$ cat src/rtl/dmem_arbiter.sv
// dmem_arbiter: shares the single data memory between the pipeline MEM stage
// and a debug/loader port. The pipeline normally wins; a starvation counter
// forces a one-cycle pipeline stall so a waiting debug request always gets in.
// Debug reads return through a three-state FSM with a registered data return.
module dmem_arbiter #(
  parameter int ADDR_WIDTH   = 12,
  parameter int WORD_WIDTH   = 16,
  parameter int STARVE_LIMIT = 4
) (
  input  logic                  clock,
  input  logic                  reset,
  // MEM stage side
  input  logic                  in_cpu_rd_en,
  input  logic                  in_cpu_wr_en,
  input  logic [ADDR_WIDTH-1:0] in_cpu_rd_addr,
  input  logic [ADDR_WIDTH-1:0] in_cpu_wr_addr,
  input  logic [WORD_WIDTH-1:0] in_cpu_wr_word,
  output logic                  out_cpu_stall,
  // debug / loader side
  input  logic                  in_dbg_valid,
  input  logic                  in_dbg_write,
  input  logic [ADDR_WIDTH-1:0] in_dbg_addr,
  input  logic [WORD_WIDTH-1:0] in_dbg_wdata,
  output logic                  out_dbg_ready,
  output logic [WORD_WIDTH-1:0] out_dbg_rdata,
  output logic                  out_dbg_rdata_valid,
  // data memory side
  output logic [ADDR_WIDTH-1:0] out_mem_rd_addr,
  output logic [ADDR_WIDTH-1:0] out_mem_wr_addr,
  output logic [WORD_WIDTH-1:0] out_mem_wr_word,
  output logic                  out_mem_write_en,
  input  logic [WORD_WIDTH-1:0] in_mem_rd_word
);

  localparam int CNT_WIDTH = $clog2(STARVE_LIMIT + 1);
  localparam logic [CNT_WIDTH-1:0] LIMIT_C = CNT_WIDTH'(STARVE_LIMIT);

  typedef enum logic [1:0] {
    IDLE,     // no debug read outstanding
    RD_WAIT,  // debug read addressed last cycle, data arriving now
    RSP       // registered read data presented to the debug port
  } state_t;

  state_t                r_state;
  state_t                w_state_next;
  logic [CNT_WIDTH-1:0]  r_starve_cnt;
  logic [WORD_WIDTH-1:0] r_dbg_rdata;

  logic w_cpu_act;
  logic w_starved;
  logic w_dbg_win;    // debug would win arbitration if it were requesting
  logic w_dbg_grant;  // debug actually owns memory this cycle

  assign w_cpu_act   = in_cpu_rd_en | in_cpu_wr_en;
  assign w_starved   = (r_starve_cnt == LIMIT_C);
  assign w_dbg_win   = (r_state == IDLE) && (!w_cpu_act || w_starved);
  assign w_dbg_grant = w_dbg_win && in_dbg_valid;

  assign out_dbg_ready       = w_dbg_win;
  assign out_cpu_stall       = w_dbg_grant && w_cpu_act;
  assign out_dbg_rdata       = r_dbg_rdata;
  assign out_dbg_rdata_valid = (r_state == RSP);

  // State register: debug read sequencing, cleared by reset (drops any read in flight).
  // NOTE: sequential state uses non-blocking assignments so every flop samples
  // pre-edge values regardless of block ordering.
  always_ff @(posedge clock) begin
    if (!reset) r_state <= IDLE;
    else        r_state <= w_state_next;
  end

  // Next-state logic: a read walks IDLE -> RD_WAIT -> RSP -> IDLE; writes need no response.
  // NOTE: the default is assigned before the case so no path leaves
  // w_state_next unassigned, which would otherwise infer a latch.
  always_comb begin
    w_state_next = r_state;
    unique case (r_state)
      IDLE:    if (w_dbg_grant && !in_dbg_write) w_state_next = RD_WAIT;
      RD_WAIT: w_state_next = RSP;
      RSP:     w_state_next = IDLE;
      default: w_state_next = IDLE;
    endcase
  end

  // Read-data return register: captures memory output while in RD_WAIT.
  // NOTE: this data register is reset so a read dropped by reset never leaves
  // stale data visible on the debug port.
  always_ff @(posedge clock) begin
    if (!reset)                 r_dbg_rdata <= '0;
    else if (r_state == RD_WAIT) r_dbg_rdata <= in_mem_rd_word;
  end

  // Starvation counter: counts cycles a debug request waits, saturating at the limit.
  always_ff @(posedge clock) begin
    if (!reset)                               r_starve_cnt <= '0;
    else if (w_dbg_grant)                     r_starve_cnt <= '0;
    else if (in_dbg_valid && !w_starved)      r_starve_cnt <= r_starve_cnt + CNT_WIDTH'(1);
  end

  // Memory mux: debug drives the port it uses; everything else follows the CPU.
  always_comb begin
    out_mem_rd_addr  = in_cpu_rd_addr;
    out_mem_wr_addr  = in_cpu_wr_addr;
    out_mem_wr_word  = in_cpu_wr_word;
    out_mem_write_en = in_cpu_wr_en && !out_cpu_stall;
    if (w_dbg_grant) begin
      out_mem_write_en = in_dbg_write;
      if (in_dbg_write) begin
        out_mem_wr_addr = in_dbg_addr;
        out_mem_wr_word = in_dbg_wdata;
      end else begin
        out_mem_rd_addr = in_dbg_addr;
      end
    end
  end

endmodule

$ cat config.mk
export PLATFORM = sky130hd
export DESIGN_NAME = dmem_arbiter
export DESIGN_NICKNAME = d
export VERILOG_FILES = /design/src/rtl/dmem_arbiter.sv
export SDC_FILE = /design/constraint.sdc
export NUM_CORES = 1
export LEC_CHECK = 0
export BUFFER_PORTS_ARGS = -buffer_cell sky130_fd_sc_hd__buf_2
export CELL_PAD_IN_SITES_DETAIL_PLACEMENT = 2
export CELL_PAD_IN_SITES_GLOBAL_PLACEMENT = 2
export CORE_MARGIN = 8
export CORE_UTILIZATION = 18
export CTS_CLUSTER_DIAMETER = 30
export DETAILED_ROUTE_END_ITERATION = 7
export PLACE_DENSITY = 0.82
export SLEW_MARGIN = 20
export SYNTH_ARGS = -nofsm -noshare
export SYNTH_HDL_FRONTEND = slang
export SYNTH_SLANG_ARGS = --single-unit
$ cat constraint.sdc
create_clock -name clock -period 6 [get_ports clock]
set_clock_uncertainty 0.2 [all_clocks]
set_input_delay 1.8 -clock clock [delete_from_list [all_inputs] [get_ports clock]]
set_output_delay 1.8 -clock clock [all_outputs]
set_load 0.02 [all_outputs]
==> summary.md <==
| Metric | Value |
|---|---|
| Final Critical Period | `5330 ps` |
| Crit path kind | `in2out` |
| Comb power frac | `33.6%` |
| Pre-CTS setup slack | `666 ps` |
| Synth Warn # | `0` |
| Layout Utilization | `30.0%` |
| Ports | `150` |
| NetSw | `113 uW` |
| Req. time, crit path | `4000 ps` |
| Post-synth top cells | `nand2_1 (38), mux2_2 (26), dfxtp_1 (21)` |
| DIE HEIGHT | `105 um` |
| Syn avg cell area | `9.41 um^2` |
| Power Dens Cells | `155 nW/um^2` |
| Synth area leaders | `dfxtp_1 (30%), mux2_2 (21%), nand2_1 (10%)` |
| Via/cell ratio | `4.29` |
| Fill cells | `926` |
| I/O Buffers | `149` |
| Remaining antenna violation count | `0` |
| Die X | `105 um` |
| Post-CTS resize count | `0` |
| Cells after synthesis | `151` |
| Initial Util | `18.5%` |
| CP cell instances | `buf_2 -> o2bb2ai_2 -> nand4_2 -> buf_12 -> mux2_4 -> buf_2` |
| Layout Nets | `389` |
| Endpoints failing hold | `0` |
| Max incr delay on CP | `380 ps` |
| Root buf cell | `clkbuf_8` |
| CTS tree | `yes` |
| Largest area contributor in the netlist | `dfxtp_1` |
| Measured slew at the worst slew-check pin | `656 ps` |
| Maximum vdd drop | `0.0595 mV` |
| Mapped cell area | `1420 um^2` |
| Final setup viols | `0` |
| Share of cells above drive strength 1 | `65.9%` |
| Status | `complete, no violations` |
| CTS Hold Bufs | `0` |
| Post-synth EDFFs | `0` |
| Area Overhead vs Synth | `62.5%` |
| PnR worst setup slack | `674 ps` |
| Most common cell on crit path | `buf_2` |
| Vias in the first global route | `2134` |
| Post-synthesis cell type count | `28` |
| Achievable Freq | `188 MHz` |
| Max-slew violations | `0` |
| Worst-Skew Late Latency | `260 ps` |
| CP arrival | `3330 ps` |
| Worst r2r path cells | `5` |
| Worst hold stages | `2` |
| Dpl hpwl | `6.33 mm` |
| Area of the core | `7690 um^2` |
| RSZ-0062 raised after global routing | `false` |
| Area after DPL | `2260 um^2` |
| # Max-Cap Violations | `0` |
| Global-route wire length before repair | `11.2 mm` |
| Worst Setup End Kind | `output port` |
| Synthesized net count | `243` |
| Die area | `11000 um^2` |
| Clock Tree Buf Depth | `2` |
| Switching share of power | `31.5%` |
| Synth Flop Type | `dfxtp_1` |
| Initial drt markers | `22` |
| GRT overflow | `0` |
| Setup_tns | `0 ps` |
| Initial antenna violation count | `0` |
| DR WL/cell | `17.9 um` |
| GR Util All Layers | `12.4%` |
| Diode count | `0` |
| Critical path fanouts, max | `19` |
| Post-synth ARST share | `0%` |
| Vias post-DR | `1707` |
| Internal Power | `245 uW` |
| Crit start category | `input port` |
| Worst slew margin | `56.3%` |
| Drt total wl | `7.14 mm` |
| Hold Crit Class | `reg2reg` |
| Critical path's slowest cell | `nand4_2` |
| Row count | `32` |
| Count leader, synth | `nand2_1` |
| Seq cells post-synth | `21` |
| Clk network pwr share | `26.3%` |
| Power Total | `358 uW` |
| Final instance area | `2310 um^2` |
| Crit share post-route | `88.8%` |
| DRC | `0` |
| Num CTS Buffers | `3` |
| Largest net degree at the start of global routing | `24` |
| Sequential fraction of the synthesis area | `29.6%` |
| GP Congestion | `0.784` |
| Top-area cell type share of the netlist area | `29.6%` |
| Clk pin slew, worst setup/hold paths | `80 ps` |
| Clk sinks | `21` |
| Drt first pass iters | `2` |
| H-tree lvl count | `1` |
| Seq pwr share | `40.1%` |
| Post-CTS setup buffers | `0` |
| LEAKAGE | `1.18 nW` |
==> kinds of logic (layout without fill, tap and decap cells) <==
logic type,after synthesis,count (layout),share of synthesized area [%]
buf+inv,12,157,4.67
compound gates,22,22,12.0
fa+ha+maj,2,2,1.76
mux,40,40,34.1
simple gates,54,54,18.0
flops,21,21,29.6
==> stage by stage <==
stage / cells / hold WS, ps
2_1_floorplan: 151 / 263
3_3_place_gp: 394 / 237
3_5_place_dp: 394 / 251
4_1_cts: 398 / 264
5_1_grt: 398 / 287
6_report: 398 / 257
==> power by group through the flow <==
stage,registers [mW],clock network [mW],logic [mW]
global route,0.144,0.106,0.129
detailed placement,0.147,0,0.122
floorplan,0.148,0,0.0621
finish,0.144,0.0941,0.120
CTS,0.144,0.101,0.123
global placement,0.147,0,0.119
==> area by class of cell <==
| type | instances | area (um^2) | share of cell area [%] |
|---|---|---|---|
| Clock buffer | 3 | 41.3 | 1.79 |
| Clock inverter | 1 | 5.00 | 0.217 |
| Inverter | 2 | 7.51 | 0.325 |
| Multi-Input combinational cell | 118 | 935 | 40.5 |
| Sequential cell | 21 | 420 | 18.2 |
| Tap cell | 102 | 128 | 5.53 |
| Timing Repair Buffer | 151 | 773 | 33.5 |
==> routing by layer <==
layer / wire, um / vias up / GRT usage (%)
met5: 0 / - / 0
met1: 2430 / 795 / 10.6
li1: - / 809 / -
met3: 898 / 4 / 7.00
met2: 3770 / 99 / 24.4
met4: 49 / 0 / 2.14
==> worst paths after layout <==
kind | start | end | slack, ps
worst max register to register | r_starve_cnt[0] | r_state[0] | 4270
worst max-delay path | in_cpu_wr_en | out_mem_wr_addr[4] | 670
worst min register to register | out_dbg_rdata[8] | out_dbg_rdata[8] | 260
worst min-delay path | out_dbg_rdata[8] | out_dbg_rdata[8] | 260
==> sequential cells by signal (all words and copies together) (netlist names) <==
name	cells
r_state	2
out_dbg_rdata	16
r_starve_cnt	3
==> critical path: cells and delay by family <==
family | cells | cell delay, ps
muxes | 1 | 300
buffers and inverters | 3 | 600
and+or+nand+nor | 1 | 380
AOI/OAI and AO/OA | 1 | 230
==> cell usage in the layout (no fill, tap or decap), drive strengths merged, types with 2 or more instances in the layout <==
master,synthesis,routed
clkbuf,3,3
nand3,2,2
o22ai,2,2
buf,7,151
nor2b,2,2
dfxtp,21,21
mux2,40,40
ha,2,2
nand4b,2,2
nand2,38,38
a21boi,16,16
inv,2,2
and2,2,2
nor2,4,4
No activity file was read; power rests on OpenSTA's default activity.
